`src/rtl/ccff_pkg.sv`:
```
// Shared FSM state type and sizing helpers for the ccff chain loader.
package ccff_pkg;

    typedef enum logic [1:0] {
        IDLE,
        FETCH,
        SHIFT,
        FINISH
    } ccff_state_t;

    // Bitstream words needed to cover the whole chain.
    function automatic int ccff_word_count(input int chain_len, input int word_w);
        return (chain_len + word_w - 1) / word_w;
    endfunction

    // Counter width able to hold chain_len itself without wrapping.
    function automatic int ccff_cnt_width(input int chain_len);
        return $clog2(chain_len + 1);
    endfunction

    function automatic int ccff_idx_width(input int word_w);
        return (word_w > 1) ? $clog2(word_w) : 1;
    endfunction

endpackage

```
`src/rtl/ccff_serializer.sv`:
```
// Word-to-bit serializer: holds the current word and tracks chain/word bit position.
// Latency: load and shift take effect on the next prog_clk edge.
// Backpressure: none here; the loader FSM decides when to load or shift.
module ccff_serializer
    import ccff_pkg::*;
#(
    parameter int CHAIN_LEN = 20,
    parameter int WORD_W    = 8,
    parameter int CNT_W     = ccff_cnt_width(CHAIN_LEN),
    parameter int IDX_W     = ccff_idx_width(WORD_W)
) (
    input  logic              clk,
    input  logic              rst,
    input  logic              clear,
    input  logic              load,
    input  logic [WORD_W-1:0] load_data,
    input  logic              shift,
    output logic              head_bit,
    output logic [IDX_W-1:0]  word_bit,
    output logic              word_end,
    output logic              chain_end
);

    logic [WORD_W-1:0] sreg;
    logic [CNT_W-1:0]  bit_cnt;

    always_ff @(posedge clk) begin
        if (rst) begin
            sreg     <= '0;
            bit_cnt  <= '0;
            word_bit <= '0;
        end else begin
            if (clear) begin
                bit_cnt <= '0;
            end else if (shift) begin
                bit_cnt <= bit_cnt + CNT_W'(1);
            end

            if (load) begin
                sreg     <= load_data;
                word_bit <= '0;
            end else if (shift) begin
                sreg     <= sreg >> 1;
                word_bit <= word_bit + IDX_W'(1);
            end
        end
    end

    assign head_bit  = sreg[0];
    assign word_end  = (word_bit == IDX_W'(WORD_W - 1));
    // Sampled before the increment, so this flags the bit that brings bit_cnt to CHAIN_LEN.
    assign chain_end = (bit_cnt == CNT_W'(CHAIN_LEN - 1));

endmodule

```
`src/rtl/ccff_loader.sv`:
```
// Loads a bitstream word stream serially into a ccff chain (optional readback via CCFF_LOADER_READBACK_EN).
// Latency: CHAIN_LEN + ceil(CHAIN_LEN/WORD_W) + 1 cycles start->done with in_valid held (one more with readback).
// Backpressure: waits in FETCH for in_valid; with readback, an unaccepted rb word stalls shifting and done.
module ccff_loader
    import ccff_pkg::*;
#(
    parameter int CHAIN_LEN = 20,
    parameter int WORD_W    = 8
) (
    input  logic              prog_clk,
    input  logic              prog_reset,
    input  logic              start,
    input  logic              in_valid,
    output logic              in_ready,
    input  logic [WORD_W-1:0] in_data,
    output logic              ccff_head,
    output logic              shift_en,
    input  logic              ccff_tail,
    output logic              busy,
    output logic              done
`ifdef CCFF_LOADER_READBACK_EN
    ,
    output logic              rb_valid,
    input  logic              rb_ready,
    output logic [WORD_W-1:0] rb_data
`endif
);

    localparam int IDX_W = ccff_idx_width(WORD_W);

    ccff_state_t       state;
    ccff_state_t       state_nxt;
    logic              clear;
    logic              load;
    logic              shift;
    logic              hold;
    logic              head_bit;
    logic [IDX_W-1:0]  word_bit;
    logic              word_end;
    logic              chain_end;

`ifdef CCFF_LOADER_READBACK_EN
    logic [WORD_W-1:0] rb_sreg;

    // Chain words line up with readback words, so a pending rb word is always raised
    // at a word boundary; holding on rb_valid costs nothing when rb_ready is high.
    assign hold = rb_valid;
`else
    logic unused_readback;

    assign hold            = 1'b0;
    assign unused_readback = ^{ccff_tail, word_bit};
`endif

    always_ff @(posedge prog_clk) begin
        if (prog_reset) begin
            state <= IDLE;
        end else begin
            state <= state_nxt;
        end
    end

    always_comb begin
        state_nxt = state;
        clear     = 1'b0;
        load      = 1'b0;
        shift     = 1'b0;
        case (state)
            IDLE: begin
                if (start) begin
                    clear     = 1'b1;
                    state_nxt = FETCH;
                end
            end
            FETCH: begin
                if (in_valid) begin
                    load      = 1'b1;
                    state_nxt = SHIFT;
                end
            end
            SHIFT: begin
                if (!hold) begin
                    shift = 1'b1;
                    if (chain_end) begin
                        state_nxt = FINISH;
                    end else if (word_end) begin
                        state_nxt = FETCH;
                    end
                end
            end
            FINISH: begin
                if (!hold) begin
                    state_nxt = IDLE;
                end
            end
            default: state_nxt = IDLE;
        endcase
    end

    // Outputs depend only on state and flops, never on in_valid/start/rb_ready.
    assign in_ready  = (state == FETCH);
    assign busy      = (state != IDLE);
    assign shift_en  = shift;
    assign ccff_head = shift & head_bit;
    assign done      = (state == FINISH) & ~hold;

    ccff_serializer #(
        .CHAIN_LEN (CHAIN_LEN),
        .WORD_W    (WORD_W)
    ) u_serializer (
        .clk       (prog_clk),
        .rst       (prog_reset),
        .clear     (clear),
        .load      (load),
        .load_data (in_data),
        .shift     (shift),
        .head_bit  (head_bit),
        .word_bit  (word_bit),
        .word_end  (word_end),
        .chain_end (chain_end)
    );

`ifdef CCFF_LOADER_READBACK_EN
    always_ff @(posedge prog_clk) begin
        if (prog_reset) begin
            rb_sreg  <= '0;
            rb_valid <= 1'b0;
            rb_data  <= '0;
        end else begin
            if (rb_valid && rb_ready) begin
                rb_valid <= 1'b0;
            end
            if (shift) begin
                if (word_end || chain_end) begin
                    rb_data  <= rb_sreg | (WORD_W'(ccff_tail) << word_bit);
                    rb_valid <= 1'b1;
                    rb_sreg  <= '0;
                end else begin
                    rb_sreg[word_bit] <= ccff_tail;
                end
            end
        end
    end
`endif

endmodule

```
`config.mk`:
```
export PLATFORM = sky130hd
export DESIGN_NAME = ccff_loader
export DESIGN_NICKNAME = d
export VERILOG_FILES = /design/src/rtl/ccff_pkg.sv /design/src/rtl/ccff_serializer.sv /design/src/rtl/ccff_loader.sv
export SDC_FILE = /design/constraint.sdc
export NUM_CORES = 1
export LEC_CHECK = 0
export CORE_MARGIN = 5
export CORE_UTILIZATION = 50
export DETAILED_ROUTE_END_ITERATION = 10
export HOLD_SLACK_MARGIN = 0.08
export PLACE_DENSITY = 0.8
export SYNTH_ARGS = -nofsm -noshare
export SYNTH_HDL_FRONTEND = slang
export SYNTH_SLANG_ARGS = --single-unit
```
`constraint.sdc`:
```
create_clock -name prog_clk -period 2.1 [get_ports prog_clk]
set_input_delay 0.42 -clock prog_clk [delete_from_list [all_inputs] [get_ports prog_clk]]
set_output_delay 0.42 -clock prog_clk [all_outputs]
set_load 0.05 [all_outputs]
```
==> results of run 1 <==
[sequential cells by signal, indices dropped and copies added (netlist names)]
register,cells
u_serializer.bit_cnt,5
u_serializer.word_bit,3
state,2
u_serializer.sreg,8
[cell usage after synthesis, drive strengths merged]
cell / instances / area [um2]
a22oi: 7 / 52.6
o21ai: 4 / 20.0
nand3: 10 / 50.1
clkbuf: 1 / 3.75
mux2i: 2 / 20.0
a311oi: 2 / 17.5
buf: 3 / 27.5
dfxtp: 18 / 360
and2: 2 / 12.5
nor2: 5 / 18.8
a21oi: 11 / 55.1
and3b: 1 / 10.0
or3: 2 / 12.5
a21o: 1 / 7.51
nand3b: 2 / 18.8
nor3: 3 / 20.0
xnor2: 2 / 17.5
xor2: 1 / 8.76
inv: 3 / 11.3
nand2b: 1 / 8.76
and2b: 1 / 7.51
nand2: 4 / 15.0
ha: 3 / 37.5
[cell usage in the layout (no fill, tap or decap), drive strengths merged]
cell,synthesis,layout
nor2,5,5
a22oi,7,7
buf,3,6
nor3,3,3
nand3b,2,2
dfxtp,18,18
nand3,10,10
o21ai,4,4
a311oi,2,2
ha,3,3
a21o,1,1
and3b,1,1
clkdlybuf4s50,0,11
xnor2,2,2
and2,2,2
or3,2,2
nand2b,1,1
and2b,1,1
a21oi,11,11
mux2i,2,2
inv,3,3
xor2,1,1
clkbuf,1,3
nand2,4,4
[layer usage]
layer  share of wire (%)  vias to the layer above  wire, um
li1                    -                      357         -
met1                  45                      298       715
met2                  46                       23       729
met3                 8.7                        2       139
met4                0.75                        0        12
met5                   0                        -         0
[cells by family (layout without fill, tap and decap cells)]
group           count (synthesis)  in the layout  synth area share [%]
buf+inv                         7             23                  5.23
fa+ha+maj                       3              3                  4.62
simple gates                   31             31                  21.4
flops                          18             18                  44.3
xor+xnor                        3              3                  3.23
compound gates                 25             25                  18.8
mux                             2              2                  2.46
[per-stage QoR]
stage	hold slack, ps	cell area, um2	std cells	util, %	total power [mW]
finish	471	1010	121	66.0	0.657
global route	495	1010	121	66.0	0.682
CTS	476	1000	121	65.9	0.662
detailed placement	463	982	118	64.4	0.505
global placement	456	982	118	64.4	0.502
floorplan	443	813	89	-	0.458
[where the power goes]
group	internal, mW	total [mW]	leakage (nW)	switching [mW]
Sequential	0.356	0.369	0.146	0.0135
Clock	0.0665	0.159	0.0138	0.0930
Combinational	0.0560	0.129	0.210	0.0727
Total	0.478	0.657	0.370	0.179
[critical path, cell delays in order (launching register included)]
cell                       delay, ps
sky130_fd_sc_hd__dfxtp_1         450
sky130_fd_sc_hd__nand2b_2        300
sky130_fd_sc_hd__inv_2           150
sky130_fd_sc_hd__and2_1          210
sky130_fd_sc_hd__buf_12          150
[worst max-delay path by stage]
stage / startpoint / to / cells after the start
finish: state[0] / ccff_head / 4
CTS: state[1] / ccff_head / 4
detailed placement: state[1] / ccff_head / 4
floorplan: state[0] / ccff_head / 4
global placement: state[1] / ccff_head / 4
global route: state[0] / ccff_head / 4
[area by class of cell]
type,count,share of cell area (%)
flip-flops and latches,18,35.9
multi-input cells,64,40.8
repair buffers,17,17.9
inverters,3,1.12
clock buffers,3,2.24
well taps,16,1.99
[repair_timing]
item,4_1_cts,5_1_grt
endpoints found under the setup margin,0,1
setup buffers,0,0
gates resized for setup,0,1
==> key figures, run 1 <==
Status
  • Status: finished, final reports clean

STA
  • Maximum operating frequency: slightly above 500 MHz
  • RSZ-0062 raised after global routing: false
  • Fin Clk Skew: a little under 9 ps
  • Pins over their slew limit: 0
  • Setup Total Neg Slack: 0 ps
  • Slew margin rel.: 66.3%
  • Final WS setup: 132 ps
  • Post-route minimum period: 1970 ps
  • Slew at the pin with the worst max-slew slack: 504 ps
  • Final cycle utilization of the critical path: 93.7%
  • # setup viols final: 0
  • Hold Fails Final Rpt: 0

CTS
  • Sink Count: 18
  • Clock buffer count from CTS: 3
  • Clock latency of the later-clocked register in the worst-skew pair: approximately 280 ps
  • Number of levels in the clock H-tree: 1
  • Root cell of the clock tree: sky130_fd_sc_hd__clkbuf_4
  • Clock transition time at the flip-flop clock pins of the worst setup and hold paths: around 100 ps
  • Maximum number of buffers from clock root to sink: 2
  • Number of hold buffers added after cts: 0
  • TritonCTS clock tree: done

Power
  • Power Dens Cells: 653 nW/um2
  • Maximum vdd ir drop: 429 uV
  • Static Leakage: 0.370 nW

Die
  • Die ar.: 2530 um2
  • Placement row count: 14
  • Number of ports placed on the die boundary: 18
  • Effective utilization at floorplan: 53.4%
  • Core Region: between 1500 and 2000 um2
  • Chip height: about 50 um
  • X dimension of the die: a little over 50 um

Global routing
  • Vias in the first global route: between 500 and 600
  • Number of antenna violations at the first check in global routing: 0
  • GR Util met1: 17.0%
  • Wire length of the first global-routing pass: 2600 um
  • Global-route layer with the greatest usage: met2
  • Overall track demand over capacity in global routing: 13.1%
  • Met3 layer usage reported by global route: 4.14%
  • GR met2 Demand/Resource: 20.3%
  • Total gr overflow: 0
  • Largest net degree at the start of global routing: 15

Setup path
  • Critical R2R Launch: state[0]
  • Crit Path Class: reg -> out
  • Worst Path Max Fanout: 12
  • Required time of the worst setup path: about 1700 ps
  • Endpoint type of the worst setup path: output pin
  • Number of cell instances on the worst register-to-register path: 5
  • Data arrival time of the worst path: about 1600 ps
  • R2r endpoint: u_serializer.sreg[0]
  • Slack of the worst reg-to-reg path: 580 ps
  • Critical path launch point type: flip-flop

Drt
  • DRC: 0
  • Routed len/inst: 13.2 um
  • Antenna viol nets, final: 0
  • Via-to-Cell Ratio: 5.62
  • Vias after detailed routing: 680
  • Total wire length: 1600 um
  • Length of the first detailed-routing pass in iterations: 4
  • DRT iter0 DRCs: 15

Synthesis
  • Distinct cell type count after synthesis: 27
  • Number of instances in the synthesized netlist: 89
  • Count of synthesis-stage warnings from yosys: 0
  • Post-synthesis register bit count: 18
  • Net count of the mapped netlist: 105
  • Syn_area_per_cell: ~9.1 um2
  • Netlist area before placement: 813 um2
  • Sequential share of the synthesized area: roughly 44%

Placement
  • Buffers added on ports: 16
  • Placement-stage worst setup slack: 434 ps
  • Detailed Place HPWL: about 1200 um
  • GP Congestion: ~0.8

Layout
  • Total area of sequential cells: between 300 and 400 um2
  • Count of fill cells added during filler insertion: 137
  • Final-stage net count: 123
  • Area of the multi-input gates: 410 um2
  • Share of post-route cells with drive strength above 1: 14.3%
  • Layout-stage area growth over the synthesis result: 23.7%
  • N_diodes: 0

Run
  • Max-capacitance violation count: 0

Worst hold path
  • Worst Hold Path Cells: 2
  • Hold worst-path end: u_serializer.sreg[3]
  • Hold Path Origin: u_serializer.sreg[3]
  • HP Class: reg -> reg
(Power assumes the default switching activity.)
==> run 2, diff against run 1 <==
--- a/config.mk
+++ b/config.mk
@@ -5,11 +5,12 @@
 export SDC_FILE = /design/constraint.sdc
 export NUM_CORES = 1
 export LEC_CHECK = 0
+export ABC_AREA = 1
 export CORE_MARGIN = 5
 export CORE_UTILIZATION = 50
 export DETAILED_ROUTE_END_ITERATION = 10
 export HOLD_SLACK_MARGIN = 0.08
-export PLACE_DENSITY = 0.8
+export PLACE_DENSITY = 0.79
 export SYNTH_ARGS = -nofsm -noshare
 export SYNTH_HDL_FRONTEND = slang
 export SYNTH_SLANG_ARGS = --single-unit
==> run 2 against run 1 <==
Net effect: via count rose by 20%; core utilization fell by 2.4 points; synthesized cell count rose by 49%; non-clock buffer count rose by 1; area after synthesis rose by 12%; total power rose by 100%; clock-buffer cell count rose by 1; sequential share of layout area fell by 3.1 points; clock skew fell by 6.1 ps; largest cell class unchanged; highest routed layer unchanged.
==> key figures, run 2 <==
Layout
  • Share of post-route cells with drive strength above 1: 12.0%
  • Final-stage net count: about 170
  • Largest regs: u_serializer.sreg: 8 flops, u_serializer.bit_cnt: 5 flops, u_serializer.word_bit: 3 flops
  • Register with the most flip-flops: u_serializer.sreg
  • Flip-flop count of the largest register after layout: 8
  • Design Area, Final: between 1000 and 1500 um2
  • N_diodes: 0
  • Post-Layout Cell Count: 175
  • Most common cell after layout, fill and taps aside: sky130_fd_sc_hd__nand2_1
  • Layout-stage area growth over the synthesis result: 20.3%
  • Count of fill cells added during filler insertion: 173
  • Most frequent cells in the layout: sky130_fd_sc_hd__nand2_1 (42), sky130_fd_sc_hd__dfxtp_1 (18), sky130_fd_sc_hd__nor2_1 (14), sky130_fd_sc_hd__inv_1 (14), sky130_fd_sc_hd__a21oi_1 (13)

CTS
  • Clock latency of the later-clocked register in the worst-skew pair: 290 ps
  • Sink Count: 18
  • Clock transition time at the flip-flop clock pins of the worst setup and hold paths: 100 ps
  • Post CTS Setup Buffer Count: 0
  • Number of hold buffers added after cts: 0
  • CTS resizes: 0
  • Root cell of the clock tree: sky130_fd_sc_hd__clkbuf_4
  • Clock buffer count from CTS: 3
  • Maximum number of buffers from clock root to sink: 2
  • TritonCTS clock tree: done
  • Number of levels in the clock H-tree: 1

Setup path
  • Highest-delay cell along the critical path: sky130_fd_sc_hd__dfxtp_1
  • Timing endpoint of the critical path: ccff_head
  • Crit Path Class: reg -> out
  • Number of buffers and inverters on the critical path: 2
  • Delay of the slowest cell on the worst path: 550 ps
  • Worst Path Max Fanout: 11
  • Worst setup path startpoint: state[0]
  • Number of cell instances on the worst register-to-register path: 6
  • Slack of the worst reg-to-reg path: 710 ps
  • Required time of the worst setup path: 1680 ps
  • R2r endpoint: u_serializer.sreg[1]
  • Critical path launch point type: flip-flop
  • Stages on worst setup path: 4
  • Endpoint type of the worst setup path: output pin
  • Critical R2R Launch: state[0]
  • Cell type group with the largest total delay on the critical path: flip-flops
  • Sequence of cells on the critical path: inv_2 -> nand2_2 -> nor2_1 -> buf_4
  • Data arrival time of the worst path: 1350 ps

Status
  • Status: finished, final reports clean

Drt
  • WL met2: 783 um
  • Via-to-Cell Ratio: 4.65
  • WL met3: 81 um
  • Total wire length: 1750 um
  • Length of the first detailed-routing pass in iterations: 6
  • Antenna viol nets, final: 0
  • DRT iter0 DRCs: 20
  • Routed len/inst: 10.0 um
  • Uppermost layer routed: met4
  • DRC: 0
  • Vias after detailed routing: 814
  • Routed metal-1 wire length: just under 900 um

Placement
  • Placed cell area: 1060 um2
  • GP Congestion: 0.807
  • Placement-stage worst setup slack: 417 ps
  • Number of placed instances with taps included: 171
  • Buffers added on ports: 16
  • Detailed Place HPWL: about 1400 um

Die
  • Effective utilization at floorplan: 52.9%
  • Die ar.: 2780 um2
  • Number of ports placed on the die boundary: 18
  • Core Region: between 1500 and 2000 um2
  • Chip height: 52.7 um
  • X dimension of the die: ~53 um
  • Placement row count: 15

Run
  • Max-capacitance violation count: 0

Power
  • Static Leakage: 0.505 nW
  • Maximum vdd ir drop: between 700 and 800 uV
  • Switching power as a share of total power: 45.2%
  • Cell internal pwr: 0.726 mW
  • Power Dens Cells: 1210 nW/um2
  • Clk network pwr share: 15.8%
  • Combinational cell fraction of total power: 47.0%
  • Net load switching power: 0.599 mW
  • Part of the power in registers: between 30% and 40%

Worst hold path
  • HP Class: reg -> reg

STA
  • Hold Fails Final Rpt: 0
  • Slew at the pin with the worst max-slew slack: 361 ps
  • Pins over their slew limit: 0
  • Fin Clk Skew: about 2.9 ps
  • RSZ-0062 raised after global routing: false
  • Setup Total Neg Slack: 0 ps
  • Final WS setup: 332 ps
  • # setup viols final: 0
  • Post-route minimum period: between 1500 and 2000 ps
  • Slew margin rel.: 75.9%
  • Final cycle utilization of the critical path: between 80% and 90%
  • Maximum operating frequency: 566 MHz

Synthesis
  • Sequential share of the synthesized area: 39.5%
  • Count of flip-flops with a built-in enable after synthesis: 0
  • Synth cell count leaders: sky130_fd_sc_hd__nand2_1 (42), sky130_fd_sc_hd__dfxtp_1 (18), sky130_fd_sc_hd__inv_1 (14), sky130_fd_sc_hd__nor2_1 (14), sky130_fd_sc_hd__a21oi_1 (13)
  • Cell with the most instances after synthesis: sky130_fd_sc_hd__nand2_1
  • Syn_area_per_cell: around 6.9 um2
  • Most used flip-flop cell after synthesis: sky130_fd_sc_hd__dfxtp_1
  • Count of synthesis-stage warnings from yosys: 0
  • Dominant cells by area after synthesis: sky130_fd_sc_hd__dfxtp_1 (39%), sky130_fd_sc_hd__nand2_1 (17%), sky130_fd_sc_hd__a21oi_1 (7.1%), sky130_fd_sc_hd__inv_1 (5.8%), sky130_fd_sc_hd__nor2_1 (5.8%)
  • Yosys top cell area share: 39.5%
  • Post-synthesis register bit count: 18
  • Leading area contributor after synthesis: sky130_fd_sc_hd__dfxtp_1
  • Number of instances in the synthesized netlist: 133
  • Distinct cell type count after synthesis: 20
  • Net count of the mapped netlist: 149
  • Share of synthesized flip-flops with an asynchronous set or reset: 0%
  • Netlist area before placement: a little over 900 um2

Global routing
  • Largest net degree at the start of global routing: 14
  • Wire length of the first global-routing pass: approximately 3100 um
  • Number of antenna violations at the first check in global routing: 0
  • Vias in the first global route: about 760
  • Total gr overflow: 0
  • Overall track demand over capacity in global routing: ~15%
## run 2: routing by layer
metal	GRT usage [%]	up-vias
li1	-	449
met1	19.4	347
met2	24.0	16
met3	2.85	2
met4	6.38	0
met5	0	-
## run 2: cell type report
cell class              count  area, um2  area share [%]
flip-flops and latches     18        360            32.8
multi-input cells          94        448            40.8
inverters                  16       60.1            5.47
well taps                  25       31.3            2.85
repair buffers             18        163            14.8
clock buffers               4       36.3            3.30
## run 2: worst min-delay path by stage
stage	slack, ps	end	from	cells past startpoint
after floorplan	440	u_serializer.sreg[7]	u_serializer.sreg[7]	2
after global placement	450	u_serializer.sreg[7]	u_serializer.sreg[7]	2
after detailed placement	460	u_serializer.sreg[7]	u_serializer.sreg[7]	2
after CTS	470	u_serializer.sreg[7]	u_serializer.sreg[7]	2
after global routing	510	u_serializer.word_bit[2]	u_serializer.word_bit[2]	2
final	470	u_serializer.sreg[4]	u_serializer.sreg[4]	2
## run 2: cell families after synthesis
| family | share of synthesized area, % |
|---|---|
| simple gates | 30.5 |
| compound gates | 12.5 |
| xor+xnor | 1.92 |
| fa+ha+maj | 4.11 |
| buf+inv | 11.5 |
| flops | 39.5 |
## run 2: power groups by stage
stage          combinational, mW  sequential (mW)  clock (mW)
2_1_floorplan              0.553            0.462           0
3_3_place_gp               0.610            0.493           0
3_5_place_dp               0.625            0.499           0
4_1_cts                    0.627            0.492       0.219
5_1_grt                    0.700            0.504       0.235
6_report                   0.623            0.492       0.210
## run 2: tightest hold or removal path, cell delays in order, from the launching register on
cell                      delay [ps]
sky130_fd_sc_hd__dfxtp_1         320
sky130_fd_sc_hd__nand2_1          60
sky130_fd_sc_hd__a21oi_1          50
## run 2: through the flow
step / hold WS [ps] / utilization (%) / power, mW
after floorplan: 441 / - / 1.02
after global routing: 510 / 63.6 / 1.44
after detailed placement: 457 / 61.5 / 1.12
after global placement: 450 / 61.5 / 1.10
final: 472 / 63.6 / 1.32
after CTS: 473 / 63.6 / 1.34
==> run 3, diff against run 2 <==
--- a/config.mk
+++ b/config.mk
@@ -7,10 +7,10 @@
 export LEC_CHECK = 0
 export ABC_AREA = 1
 export CORE_MARGIN = 5
-export CORE_UTILIZATION = 50
+export CORE_UTILIZATION = 44
 export DETAILED_ROUTE_END_ITERATION = 10
 export HOLD_SLACK_MARGIN = 0.08
-export PLACE_DENSITY = 0.79
+export PLACE_DENSITY = 0.73
 export SYNTH_ARGS = -nofsm -noshare
 export SYNTH_HDL_FRONTEND = slang
 export SYNTH_SLANG_ARGS = --single-unit
==> constraint.sdc (replaced) <==
create_clock -name prog_clk -period 1.5 [get_ports prog_clk]
set_input_delay 0.3 -clock prog_clk [delete_from_list [all_inputs] [get_ports prog_clk]]
set_output_delay 0.3 -clock prog_clk [all_outputs]
set_load 0.05 [all_outputs]
==> run 3 against run 2 <==
Net effect: register-to-register slack lost 520 ps; clock power rose by 43%; die area up 11%; combinational power grew 80%; clock skew is 3.0 ps higher; core utilization shrank 1.9 points.
==> key figures, run 3 (synthesis results as in run 2) <==
STA
  • RSZ-0062 raised after global routing: false
  • Hold Fails Final Rpt: 0
  • Setup Total Neg Slack: 0 ps
  • Slew margin rel.: 84.4%
  • Final cycle utilization of the critical path: between 90 and 100%
  • Slew at the pin with the worst max-slew slack: 234 ps
  • Pins over their slew limit: 0
  • # setup viols final: 0
  • Post-route minimum period: 1400 ps
  • Maximum operating frequency: 712 MHz
  • Fin Clk Skew: between 5 and 6 ps

Layout
  • Share of post-route cells with drive strength above 1: 17.5%
  • N_diodes: 0
  • Register with the most flip-flops: u_serializer.sreg
  • Final-stage net count: 171
  • Most common cell after layout, fill and taps aside: sky130_fd_sc_hd__nand2_1
  • Largest regs: u_serializer.sreg: 8 flops, u_serializer.bit_cnt: 5 flops, u_serializer.word_bit: 3 flops
  • Most frequent cells in the layout: sky130_fd_sc_hd__nand2_1 (42), sky130_fd_sc_hd__dfxtp_1 (16), sky130_fd_sc_hd__inv_1 (14), sky130_fd_sc_hd__a21oi_1 (13)
  • Design Area, Final: approximately 1200 um2
  • Layout-stage area growth over the synthesis result: 32.6%
  • Flip-flop count of the largest register after layout: 8

Drt
  • WL met2: roughly 830 um
  • DRT iter0 DRCs: 6
  • Via-to-Cell Ratio: 4.72
  • Uppermost layer routed: met4
  • Routed metal-1 wire length: 894 um
  • Vias after detailed routing: 855
  • Antenna viol nets, final: 0
  • Routed len/inst: 10.2 um
  • Total wire length: 1840 um
  • WL met3: 74 um
  • DRC: 0
  • Length of the first detailed-routing pass in iterations: 4

Setup path
  • Sequence of cells on the critical path: inv_2 -> nand2_2 -> nor2_4 -> buf_12
  • Highest-delay cell along the critical path: sky130_fd_sc_hd__dfxtp_4
  • Data arrival time of the worst path: 1100 ps
  • Worst Path Max Fanout: 9
  • Critical path launch point type: flip-flop
  • Required time of the worst setup path: 1200 ps
  • Crit Path Class: reg -> out
  • Delay of the slowest cell on the worst path: around 400 ps
  • Endpoint type of the worst setup path: output pin

Global routing
  • Wire length of the first global-routing pass: 3400 um
  • Total gr overflow: 0
  • Number of antenna violations at the first check in global routing: 0
  • Largest net degree at the start of global routing: 12
  • Vias in the first global route: 833
  • Overall track demand over capacity in global routing: 13.5%

Power
  • Maximum vdd ir drop: 1050 uV
  • Power Dens Cells: between 1500 and 2000 nW/um2
  • Static Leakage: between 0.5 and 0.6 nW
  • Cell internal pwr: around 1.2 mW
  • Net load switching power: 0.903 mW
  • Clk network pwr share: 14.2%
  • Combinational cell fraction of total power: 52.7%
  • Total power: 2.12 mW
  • Switching power as a share of total power: 42.6%
  • Part of the power in registers: 33.1%

Die
  • Chip height: 55.6 um
  • Die ar.: 3090 um2
  • Effective utilization at floorplan: 46.6%
  • Number of ports placed on the die boundary: 18
  • X dimension of the die: between 50 and 60 um
  • Placement row count: 16
  • Core Region: 1960 um2

CTS
  • Clock latency of the later-clocked register in the worst-skew pair: 290 ps
  • Maximum number of buffers from clock root to sink: 2
  • Sink Count: 18
  • Root cell of the clock tree: sky130_fd_sc_hd__clkbuf_4
  • Clock transition time at the flip-flop clock pins of the worst setup and hold paths: 110 ps
  • Clock buffer count from CTS: 3
  • TritonCTS clock tree: done
  • Number of levels in the clock H-tree: 1
  • Number of hold buffers added after cts: 0

Placement
  • Buffers added on ports: 16
  • Placed cell area: 1150 um2
  • GP Congestion: 0.753
  • Detailed Place HPWL: 1380 um

Worst hold path
  • HP Class: reg -> reg

Status
  • Status: finished, final reports clean

Run
  • Max-capacitance violation count: 0
==> run 3: cell types whose count changed in the layout (fill, tap and decap cells not counted) <==
cell,before,now
sky130_fd_sc_hd__dfxtp_2,0,1
sky130_fd_sc_hd__dfxtp_4,0,1
sky130_fd_sc_hd__nor2_2,1,3
sky130_fd_sc_hd__buf_4,7,6
sky130_fd_sc_hd__nor2_4,1,2
sky130_fd_sc_hd__buf_12,0,5
sky130_fd_sc_hd__dfxtp_1,18,16
sky130_fd_sc_hd__nor2_1,14,11
==> run 3: timing repair <==
| action | in CTS | in global routing |
|---|---|---|
| pin swaps | 1 | 0 |
| endpoints found under the setup margin | 5 | 4 |
| buffers inserted | 1 | 0 |
| resized for setup | 1 | 5 |
==> run 3: path summary, 6_finish.rpt <==
path | start | to | slack [ps] | cells after the start
hold / removal | u_serializer.sreg[6] | u_serializer.sreg[6] | 470 | 2
hold reg to reg | u_serializer.sreg[6] | u_serializer.sreg[6] | 470 | 2
setup reg to reg | state[1] | u_serializer.bit_cnt[4] | 190 | 8
setup / recovery | state[0] | ccff_head | 100 | 4
==> run 3: critical path: cells and delay by family, from the launching register on <==
kind | cells | cell delay, ps
flops | 1 | 400
buf+inv | 2 | 200
simple gates | 2 | 220
==> run 3: power by group through the flow <==
stage                     Combinational, mW  Sequential, mW  Clock (mW)
after floorplan                       0.778           0.647           0
after global placement                 1.06           0.692           0
after detailed placement               1.08           0.696           0
after CTS                              1.11           0.689       0.310
after global routing                   1.23           0.721       0.328
final                                  1.12           0.702       0.300
==> run 3: metrics by stage <==
stage	util (%)	hold WS, ps	setup slack [ps]	cells
global route	61.7	497	11.2	181
CTS	61.0	475	39.3	181
floorplan	-	441	145	133
finish	61.7	470	95.9	181
global placement	58.7	453	35.4	176
detailed placement	58.7	459	8.56	176
==> run 3: layout make-up <==
class | count | area (um2)
Tap cell | 27 | 33.8
Sequential cell | 18 | 365
Clock buffer | 4 | 36.3
Inverter | 16 | 60.1
Multi-Input combinational cell | 94 | 460
Fill cell | 204 | 751
Timing Repair Buffer | 22 | 255
==> run 3: metal layers <==
layer  track usage [%]  up-vias
met3              2.56        5
met5                 0        -
met1              17.1      375
li1                  -      458
met2              21.5       17
met4              6.94        0
